--- src/rtl/sbd_commit_ctrl.sv ---
// In-order commit scheduler: circular scoreboard of issued instructions, retiring up to two
// of the oldest entries per cycle when their execution pipelines have results ready.
module sbd_commit_ctrl #(
  parameter int unsigned Depth = 8,
  parameter int unsigned NPl   = 5
) (
  input  logic                    clk_i,
  input  logic                    rst_ni,
  input  logic                    flush_i,
  input  logic [1:0]              issue_valid_i,
  input  logic [2*NPl-1:0]        issue_pl_i,
  input  logic [63:0]             issue_pc_i,
  output logic [1:0]              issue_ready_o,
  input  logic [NPl-1:0]          pl_valid_i,
  input  logic [NPl-1:0]          pl_err_i,
  output logic [NPl-1:0]          pl_ack_o,
  output logic [1:0]              cmt_valid_o,
  output logic [2*NPl-1:0]        cmt_pl_o,
  output logic [63:0]             cmt_pc_o,
  output logic                    cmt_err_o,
  output logic [$clog2(Depth):0]  count_o
);

  localparam int unsigned PtrW = $clog2(Depth);
  localparam int unsigned CntW = PtrW + 1;

  logic [NPl-1:0]  pl_q [Depth];
  logic [31:0]     pc_q [Depth];
  logic [PtrW-1:0] rd_ptr_q, rd_ptr_d, wr_ptr_q, wr_ptr_d;
  logic [CntW-1:0] count_q, count_d;

  logic [PtrW-1:0] head1_idx, wr1_idx;
  logic [NPl-1:0]  head0_pl, head1_pl;
  logic [CntW-1:0] free;
  logic            push0, push1, pop0, pop1, err0;
  logic [1:0]      n_push, n_pop;

  assign head1_idx = rd_ptr_q + PtrW'(1);
  assign wr1_idx   = wr_ptr_q + PtrW'(1);
  assign head0_pl  = pl_q[rd_ptr_q];
  assign head1_pl  = pl_q[head1_idx];
  assign count_o   = count_q;

  always_comb begin
    free = CntW'(Depth) - count_q;
    if (free >= CntW'(2)) begin
      issue_ready_o = 2'b11;
    end else if (free == CntW'(1)) begin
      issue_ready_o = 2'b01;
    end else begin
      issue_ready_o = 2'b00;
    end

    // Slot1 is only ever accepted alongside slot0, keeping pushes contiguous.
    push0 = ~flush_i & issue_valid_i[0] & issue_ready_o[0];
    push1 = push0 & issue_valid_i[1] & issue_ready_o[1];

    pop0 = ~flush_i & (count_q != '0) & (|(pl_valid_i & head0_pl));
    err0 = pop0 & (|(pl_err_i & head0_pl));
    // An excepting head0 stops the bundle; a shared pipeline yields one result per cycle.
    pop1 = pop0 & ~err0 & (count_q >= CntW'(2)) & (|(pl_valid_i & head1_pl)) &
           (head1_pl != head0_pl);

    n_push = {1'b0, push0} + {1'b0, push1};
    n_pop  = {1'b0, pop0} + {1'b0, pop1};

    cmt_valid_o = {pop1, pop0};
    cmt_err_o   = err0;
    cmt_pl_o    = {head1_pl, head0_pl};
    cmt_pc_o    = {pc_q[head1_idx], pc_q[rd_ptr_q]};
    pl_ack_o    = (pop0 ? head0_pl : '0) | (pop1 ? head1_pl : '0);

    if (flush_i) begin
      rd_ptr_d = '0;
      wr_ptr_d = '0;
      count_d  = '0;
    end else begin
      rd_ptr_d = rd_ptr_q + PtrW'(n_pop);
      wr_ptr_d = wr_ptr_q + PtrW'(n_push);
      count_d  = count_q + CntW'(n_push) - CntW'(n_pop);
    end
  end

  always_ff @(posedge clk_i or negedge rst_ni) begin
    if (!rst_ni) begin
      rd_ptr_q <= '0;
      wr_ptr_q <= '0;
      count_q  <= '0;
    end else begin
      rd_ptr_q <= rd_ptr_d;
      wr_ptr_q <= wr_ptr_d;
      count_q  <= count_d;
    end
  end

  always_ff @(posedge clk_i or negedge rst_ni) begin
    if (!rst_ni) begin
      for (int i = 0; i < int'(Depth); i++) begin
        pl_q[i] <= '0;
        pc_q[i] <= '0;
      end
    end else begin
      if (push0) begin
        pl_q[wr_ptr_q] <= issue_pl_i[NPl-1:0];
        pc_q[wr_ptr_q] <= issue_pc_i[31:0];
      end
      if (push1) begin
        pl_q[wr1_idx] <= issue_pl_i[2*NPl-1:NPl];
        pc_q[wr1_idx] <= issue_pc_i[63:32];
      end
    end
  end

endmodule

--- config.mk ---
export PLATFORM = sky130hd
export DESIGN_NAME = sbd_commit_ctrl
export DESIGN_NICKNAME = d
export VERILOG_FILES = /design/src/rtl/sbd_commit_ctrl.sv
export SDC_FILE = /design/constraint.sdc
export NUM_CORES = 1
export LEC_CHECK = 0
export CORE_MARGIN = 2
export CORE_UTILIZATION = 40
export DETAILED_ROUTE_END_ITERATION = 10
export SETUP_SLACK_MARGIN = 0.05
export SLEW_MARGIN = 20
export SYNTH_ARGS = -nofsm -noshare
export SYNTH_HDL_FRONTEND = slang
export SYNTH_SLANG_ARGS = --single-unit
--- constraint.sdc ---
create_clock -name clk_i -period 3.85 [get_ports clk_i]
set_clock_uncertainty 0.1 [all_clocks]
set_input_delay 0.9625 -clock clk_i [delete_from_list [all_inputs] [get_ports clk_i]]
set_output_delay 0.9625 -clock clk_i [all_outputs]
set_load 0.01 [all_outputs]
After elaboration in Yosys (flattened, before gate mapping). Index checks and enable logic that the tools add are counted.

Word-level logic and storage cells: 100. Bits in registers: 306. Output and inout bits: 88.

Reduce and logical (&&, ||, !) cells: 6. Mux-type cells: 35. Equal/unequal tests: 2. $lt $le $gt $ge: 8. Bitwise gates (word level): 21. Add/sub/neg operators: 9.

Operators with widths (number): $bwmux W256 (2); $mux W256 (2); $bmux W32 S3 (2); $demux W32 S3 (2); $mux W32 (6); $bwmux W40 (2); $mux W40 (2); $mux W5 (8); $bmux W5 S3 (2); $demux W5 S3 (2); $ge A4 B4 Y1 const B (4); $not A3 Y4 (4); $and A5 B5 Y5 (3); $reduce_or A5 Y1 (3); $and A1 B1 Y1 (11); $ge A4 B2 Y1 const B (2); $lt A4 B1 Y1 const B (2); $add A3 B1 Y3 const B (2); $add A3 B2 Y3 (2); $mux W3 (2); $ne A5 B5 Y1 (1); $or A5 B5 Y5 (1); $add A1 B1 Y2 (2); $add A4 B2 Y4 (1); other kinds (9) (11).

Logic depth before layout (Yosys ltp). Gate-level depths: netlist of run 1.

Word-level depth: 16. Depth in mapped cells: 17. Depth with buffers taken out: 15.

Worst setup path after synthesis of run 1. OpenSTA, ideal clock, no wires.

Path kind: reg-to-reg. Start point: register rd_ptr_q[0]. End point: register count_q[3], in the netlist count_o[3]. Required time: 3.618 ns. Setup slack: -0.534 ns. Cell stages (with the launch flop): 18. Data arrival time: 4.152 ns. Library setup time: 0.132 ns. Path buffers: 2. Cell sequence: dfrtp_1 > ha_1 > buf_4 > buf_2 > nor3b_1 > mux2_2 > nor4_1 > a211o_1 > nand3_1 > a211oi_2 > ha_1 > inv_1 > fa_1 > ha_1 > a21o_1 > a21oi_1 > xnor2_1 > nor2_1.

Elaborated cells on any way between the ends: 26. Those cells by class: add/sub (3); eq/ne (1); mux (7); bitwise (12); reduce/logical (3).

RTL lines: start, declared (RTL line 29) `logic [PtrW-1:0] rd_ptr_q, rd_ptr_d, wr_ptr_q, wr_ptr_d;`; start signal, assigned (RTL line 90) `rd_ptr_q <= rd_ptr_d;`; $add A3 B1 Y3 (*) (RTL line 38) `assign head1_idx = rd_ptr_q + PtrW'(1);`; $not A3 Y4 (implied by the code) (*) (RTL line 41) `assign head1_pl = pl_q[head1_idx];`; $bmux W5 S3 (*) (RTL line 41); $mux W5 (implied by the code) (*) (2 in a row) (RTL line 41); named net cmt_pl_o[9] (RTL line 18) `output logic [2*NPl-1:0] cmt_pl_o,`; $and A5 B5 Y5 (RTL line 61) `pop1 = pop0 & ~err0 & (count_q >= CntW'(2)) & (|(pl_valid_i & head1_pl)) &`; $reduce_or A5 Y1 (RTL line 61); $and A1 B1 Y1 (RTL line 61); $and A1 B1 Y1 (*) (RTL line 61); named net pop1 (RTL line 35) `logic push0, push1, pop0, pop1, err0;`; $add A1 B1 Y2 (*) (RTL line 65) `n_pop = {1'b0, pop0} + {1'b0, pop1};`; $sub A4 B2 Y4 (*) (RTL line 80) `count_d = count_q + CntW'(n_push) - CntW'(n_pop);`; $mux W4 (*) (RTL line 73) `if (flush_i) begin`; named net count_d[3] (RTL line 30) `logic [CntW-1:0] count_q, count_d;`; end signal, assigned (RTL line 92) `count_q <= count_d;`; end, declared (RTL line 30).

The timed path passes the listed nets; every way through them passes the cells marked *. The select of a mux whose other input is x is not followed.

Worst setup path in the final report of run 1.
Start point: register rd_ptr_q[0]. End point: output port cmt_valid_o[1].

Longest elaborated chain between the ends: 13. Elaborated cells on any way between the ends: 23. Those cells by class: add/sub (1); eq/ne (1); mux (6); bitwise (12); reduce/logical (3).

Ends and longest elaborated chain: $not A3 Y4 (implied by the code) (RTL line 40) `assign head0_pl = pl_q[rd_ptr_q];`; $bmux W5 S3 (RTL line 40); $mux W5 (implied by the code) (2 in a row) (RTL line 40); $and A5 B5 Y5 (RTL line 58) `pop0 = ~flush_i & (count_q != '0) & (|(pl_valid_i & head0_pl));`; $reduce_or A5 Y1 (RTL line 58); $and A1 B1 Y1 (RTL line 58); $and A1 B1 Y1 (RTL line 59) `err0 = pop0 & (|(pl_err_i & head0_pl));`; $not A1 Y1 (RTL line 61); $and A1 B1 Y1 (3 in a row) (RTL line 61); $and A1 B1 Y1 (*) (RTL line 61); end, declared (RTL line 17) `output logic [1:0] cmt_valid_o,`.

Mark *: on every way between the ends. The rest lies on a longest branch, timed or not. The select of a mux whose other input is x is not followed.

==> flow_metrics.tcl, run 1 <==
set metrics [dict create \
    r2r_start "rd_ptr_q[0]" \
    cp.arrival_ns 3.30 \
    io_buffers 176 \
    synth-main-ff-cell "dfrtp_1" \
    die_h_um 224.2 \
    startpoint_type "flip-flop" \
    hold_violations 0 \
    gr-total-overflow 0 \
    slew_viol_final 0 \
    drt_iter0_markers 1520 \
    drive_gt1_share_pct 25.36 \
    ys_types 49 \
    worstMarginPinSlew_ns 0.7946 \
    syn-cell-area_um2 19390 \
    cpMaxStageDelayCell "mux4_2" \
    numCtsBuffers 38 \
    drtPass1Iterations 8 \
    violations "setup timing" \
    ys.warnings.count 0 \
    power_density_nw_per_um2 707.3 \
    crit_buf_inv 5 \
    setup_viol 41 \
    rsz0062_at_grt "yes" \
    clock.fmax_ghz 0.2290 \
    r2r_end "count_o[3]" \
    period_share_pct 113.4 \
    wl_met3_um 5474 \
    io_pins 177 \
    synth_area_per_cell_um2 9.930 \
    h-tree-depth 2 \
    maxSlewHeadroom_pct 46.98 \
    rrSetupSlack_ns -0.42 \
    clk_pin_slew_ns 0.06 \
    power_mw 17.33 \
    cts_tree "done" \
    grt_pass1_wl_um 101000 \
    fin_crit_ns 4.366 \
    grt_max_degree 77 \
    wl_per_cell_um 24.50 \
    synth_top_area_share_pct 39.49 \
    synth_edf_count 0 \
    critical_path.endpoint "cmt_valid_o[1]" \
    num_rows 80 \
    crit_path_start "rd_ptr_q[0]" \
    status "finished, violations left" \
    critical_path_class "flip-flop to output port" \
    clk_latency_ns 0.56 \
    post-synth-top-count-cell "nand2_1" \
    antenna_left 0 \
    ctsHoldBuffers 0 \
    antenna_found_initial 3 \
    num_vias 16420 \
    routed_wl_um 67270 \
    end_kind "output port" \
    clock_path_buffers 3 \
    die-area_um2 50260 \
    ys_top_cells_by_count "nand2_1 (410), dfrtp_1 (306), mux2i_1 (238), nor2_1 (163), o21ai_0 (151)" \
    finalSetupTns_ns -7.329 \
    core_area_um2 47850 \
    hold_class "input port to async pin" \
    area.growth.synth_to_final_pct 26.32 \
    peakVddDrop_v 0.0002742 \
    dr_wl_met2_um 31810 \
    clock-root-buffer "clkbuf_16" \
    async_reset_ff_share_pct 100.0 \
    dieWidth_um 224.2 \
    yosys.area.top_type "dfrtp_1" \
    vias_per_cell 5.982 \
    fin_ws_ns -0.5162 \
    grt_usage_pct 26.56 \
    cap_violations 0 \
    path_max_fanout 5 \
    holdWs_ns 0.2763 \
    layout.nets 2211 \
    final_core_util_pct 51.20 \
    start_util_pct 40.53 \
    syn-instance-count 1953 \
    drc 0 \
    cts_sinks 306 \
    cp.required_ns 2.79 \
    ys_ff_latch 306 \
    synth_area_leaders "dfrtp_1 (39%), mux4_2 (16%), mux2i_1 (12%)" \
    drt-met1-wl_um 28140 \
    synth_fp_nets 2060 \
    top_layer "met5" \
    critPathTopFamily "buffers and inverters" \
    max_stage_delay_ns 0.53 \
    cp.depth 12 \
    hpwl_um 38830 \
    seq_area_frac_synth_pct 39.49 \
    n_fill_cell 4226 \
    grt_pass1_vias 16170 \
    reg2regPathDepth 19 \
    crit_chain "ha_4, buf_12, buf_8, mux4_2, buf_4, nand2_2, nand2_2, xor2_1, nor4_2, a211oi_2, buf_4, buf_6" \
    p_leak_nw 10.56 \
    gp_congestion 0.8308 \
]
## routing by layer
layer	GRT usage, %	up-vias
met5	0	-
met1	36.31	8288
met4	8.289	4
met3	5.181	124
met2	42.80	801
li1	-	7203
## placed cells by master (no fill, tap or decap), types with 35 or more instances in the layout
cell / count
nand2_1: 368
dfrtp_1: 302
mux2i_1: 238
nor2_1: 158
o21ai_0: 151
mux4_2: 137
clkdlybuf4s50_1: 102
buf_4: 91
a31oi_1: 78
a21oi_1: 76
clkbuf_16: 43
nand2_2: 38
buf_6: 35
## sequential cells by signal (all words and copies together) (netlist names)
name and count:
count_o 4, pc_q 256, pl_q 40, rd_ptr_q 3, wr_ptr_q 3
## layout make-up
class | instances | area (um2) | area share (%)
Antenna cell | 1 | 2.502 | 0.01022
Clock buffer | 57 | 1146 | 4.678
Clock inverter | 8 | 90.09 | 0.3677
Inverter | 12 | 47.55 | 0.1941
Multi-Input combinational cell | 1406 | 11080 | 45.24
Sequential cell | 306 | 7667 | 31.30
Tap cell | 615 | 769.5 | 3.141
Timing Repair Buffer | 340 | 3692 | 15.07
## through the flow
step | std cells | setup WS (ns) | instance area [um2]
after floorplan | 1953 | -0.1623 | 19460
after global placement | 2612 | -0.2604 | 22040
after detailed placement | 2612 | -0.2865 | 22040
after CTS | 2720 | -0.5250 | 24070
after global routing | 2745 | -0.6161 | 24500
final | 2745 | -0.5162 | 24500
## logic make-up after synthesis
| group | Yosys count | synth area share (%) |
|---|---|---|
| AND/OR/NAND/NOR | 630 | 12.98 |
| multiplexers | 417 | 30.65 |
| AO/OA/AOI/OAI | 328 | 9.446 |
| flip-flops | 306 | 39.49 |
| buffers and inverters | 241 | 5.452 |
| adder cells (fa/ha/maj) | 18 | 1.316 |
| XOR/XNOR | 13 | 0.6646 |
## power breakdown
| part | switching (mW) | leakage, nW | total, mW | internal (mW) |
|---|---|---|---|---|
| Sequential | 0.773 | 4.03 | 4.94 | 4.17 |
| Combinational | 3.94 | 5.92 | 8.75 | 4.81 |
| Clock | 1.46 | 0.612 | 3.64 | 2.18 |
## worst min-delay path by stage
| stage | startpoint | end | slack [ns] |
|---|---|---|---|
| after CTS | rst_ni | count_o[2] | 0.29 |
| after detailed placement | pc_q[164] | pc_q[164] | 0.45 |
| final | rst_ni | count_o[1] | 0.28 |
| after floorplan | pl_q[29] | pl_q[29] | 0.42 |
| after global placement | pc_q[123] | pc_q[123] | 0.44 |
| after global routing | rst_ni | count_o[2] | 0.32 |
## timing repair
item                                    4_1_cts  5_1_grt
pin swaps                                    16       28
endpoints found under the setup margin       85       76
gates cloned                                  9        2
setup buffers                                34       27
gates resized for setup                     242      130
No activity file was read; power rests on OpenSTA's default activity.
==> run 2: changes to the inputs <==
Settings changed: TNS_END_PERCENT set to 100.
==> results of run 2 <==
Same layout as run 1: the final DEF is identical, and so are final timing and power.
==> run 3: changes to the inputs <==
Clock period 3.85 ns to 5.05 ns, I/O delays scaled along.
==> run 3 against run 2 <==
The run now ends clean; hold slack better by 0.18 ns; die area did not move; via count decreased by 4.9%; routed wire length fell by 6.5%; final cell count is 4.0% lower; total power down 30%; largest cell class unchanged.
==> flow_metrics.tcl, run 3 (same netlist as run 1, synthesis figures left out) <==
set metrics [dict create \
    critical_path_class "flip-flop to output port" \
    reg2regPathDepth 15 \
    cp.required_ns 3.69 \
    path_max_fanout 10 \
    max_stage_delay_ns 0.54 \
    power_density_nw_per_um2 527.9 \
    maxSlewHeadroom_pct 27.28 \
    gr-total-overflow 0 \
    period_share_pct 99.26 \
    dieWidth_um 224.2 \
    hold_class "flip-flop to flip-flop" \
    cp.arrival_ns 3.65 \
    num_rows 80 \
    die_h_um 224.2 \
    place_area_um2 21540 \
    clk_pin_slew_ns 0.06 \
    vias_per_cell 5.922 \
    power_mw 12.10 \
    grt_usage_pct 25.00 \
    post-place-ws_ns 0.4136 \
    io_pins 177 \
    status "finished clean" \
    worstMarginPinSlew_ns 1.091 \
    antenna_found_initial 6 \
    numCtsBuffers 38 \
    rsz0062_at_grt "yes" \
    final_common_cell "nand2_1" \
    p_leak_nw 9.702 \
    drive_gt1_share_pct 16.01 \
    largest_reg_flops 256 \
    cap_violations 0 \
    grt_max_degree 109 \
    grt_pass1_vias 15470 \
    clk_latency_ns 0.55 \
    startpoint_type "flip-flop" \
    slew_viol_final 0 \
    area.growth.synth_to_final_pct 18.15 \
    drc 0 \
    top_register "pc_q" \
    layout.nets 2098 \
    drt_iter0_markers 1455 \
    cts_sinks 306 \
    num_vias 15610 \
    clock_path_buffers 3 \
    hpwl_um 37570 \
    wl_per_cell_um 23.87 \
    end_kind "output port" \
    gp_congestion 0.8374 \
    peakVddDrop_v 0.0002618 \
    grt_pass1_wl_um 95830 \
    final_cell_mix "nand2_1 (409), dfrtp_1 (303), mux2i_1 (238), clkdlybuf4s50_1 (170), nor2_1 (159)" \
    final_core_util_pct 47.89 \
    cts_tree "done" \
    fin_ws_ns 0.03751 \
    drtPass1Iterations 6 \
    crit_chain "ha_4, mux2_2, mux4_2, a22o_1, a211o_1, a41oi_1, nor2_1, clkdlybuf4s50_1" \
    antenna_left 0 \
    fin_cells 2636 \
    fin_crit_ns 5.012 \
    h-tree-depth 2 \
    routed_wl_um 62920 \
    io_buffers 176 \
    rrSetupSlack_ns 0.69 \
    holdWs_ns 0.4538 \
    setup_viol 0 \
    core_area_um2 47850 \
    hold_violations 0 \
    final_design_area_no_fill_um2 22910 \
    start_util_pct 40.53 \
    die-area_um2 50260 \
    cpMaxStageDelayCell "mux4_2" \
    placedCellCount 2561 \
    clock.fmax_ghz 0.1995 \
    n_fill_cell 4415 \
    whs_path_depth 2 \
    clock-root-buffer "clkbuf_16" \
    finalSetupTns_ns 0 \
]
## run 3: cell count changes in the layout (fill, tap and decap cells not counted), moves of 9 or more
cell | previous run | this run
nand2_1 | 368 | 409
nand2_2 | 38 | 1
clkbuf_2 | 12 | 0
dlygate4sd2_1 | 25 | 0
buf_4 | 91 | 32
clkdlybuf4s50_1 | 102 | 170
buf_6 | 35 | 4
buf_16 | 9 | 0
buf_8 | 12 | 2
buf_2 | 12 | 0
buf_12 | 28 | 14
## run 3: cell type report
class | instances | area, um2 | share of cell area (%)
Clock buffer | 56 | 1140 | 4.975
Tap cell | 615 | 769.5 | 3.358
Inverter | 12 | 45.04 | 0.1966
Sequential cell | 306 | 7666 | 33.46
Antenna cell | 3 | 7.507 | 0.03277
Timing Repair Buffer | 227 | 2360 | 10.30
Multi-Input combinational cell | 1406 | 10810 | 47.17
Clock inverter | 11 | 116.4 | 0.5079
## run 3: layer usage
layer	vias up	part of all wire, %	global-route usage [%]
met5	-	0.054	0
met3	113	7.3	4.683
met1	7901	43	34.14
li1	6970	-	-
met4	6	2.4	8.075
met2	620	48	40.35
## run 3: worst max-delay path, delay by kind of cell, from the launching register on
kind,cells,cell delay [ns]
muxes,2,0.89
DFF,1,0.50
and+or+nand+nor,1,0.07
adders and majority gates,1,0.37
AOI/OAI and AO/OA,3,0.81
buffers and inverters,1,0.48
## run 3: final timing paths
kind / end / startpoint
min in group asynchronous: pc_q[105] / rst_ni
min: pc_q[180] / pc_q[180]
max reg2reg: count_o[3] / rd_ptr_q[0]
max: pl_ack_o[4] / rd_ptr_q[0]
min reg2reg: pc_q[180] / pc_q[180]
max in group asynchronous: pl_q[16] / rst_ni
## run 3: timing repair
item / in CTS / in global routing
hold buffers: 0 / 0
hold endpoints to repair: 0 / 0
gates resized for setup: 4 / 10
buffers inserted: 4 / 0
pin swaps: 1 / 1
endpoints found under the setup margin: 6 / 6
## run 3: power breakdown
group          internal [mW]  switching [mW]
clock network           1.66            1.11
registers               3.18           0.583
logic                   2.97            2.59
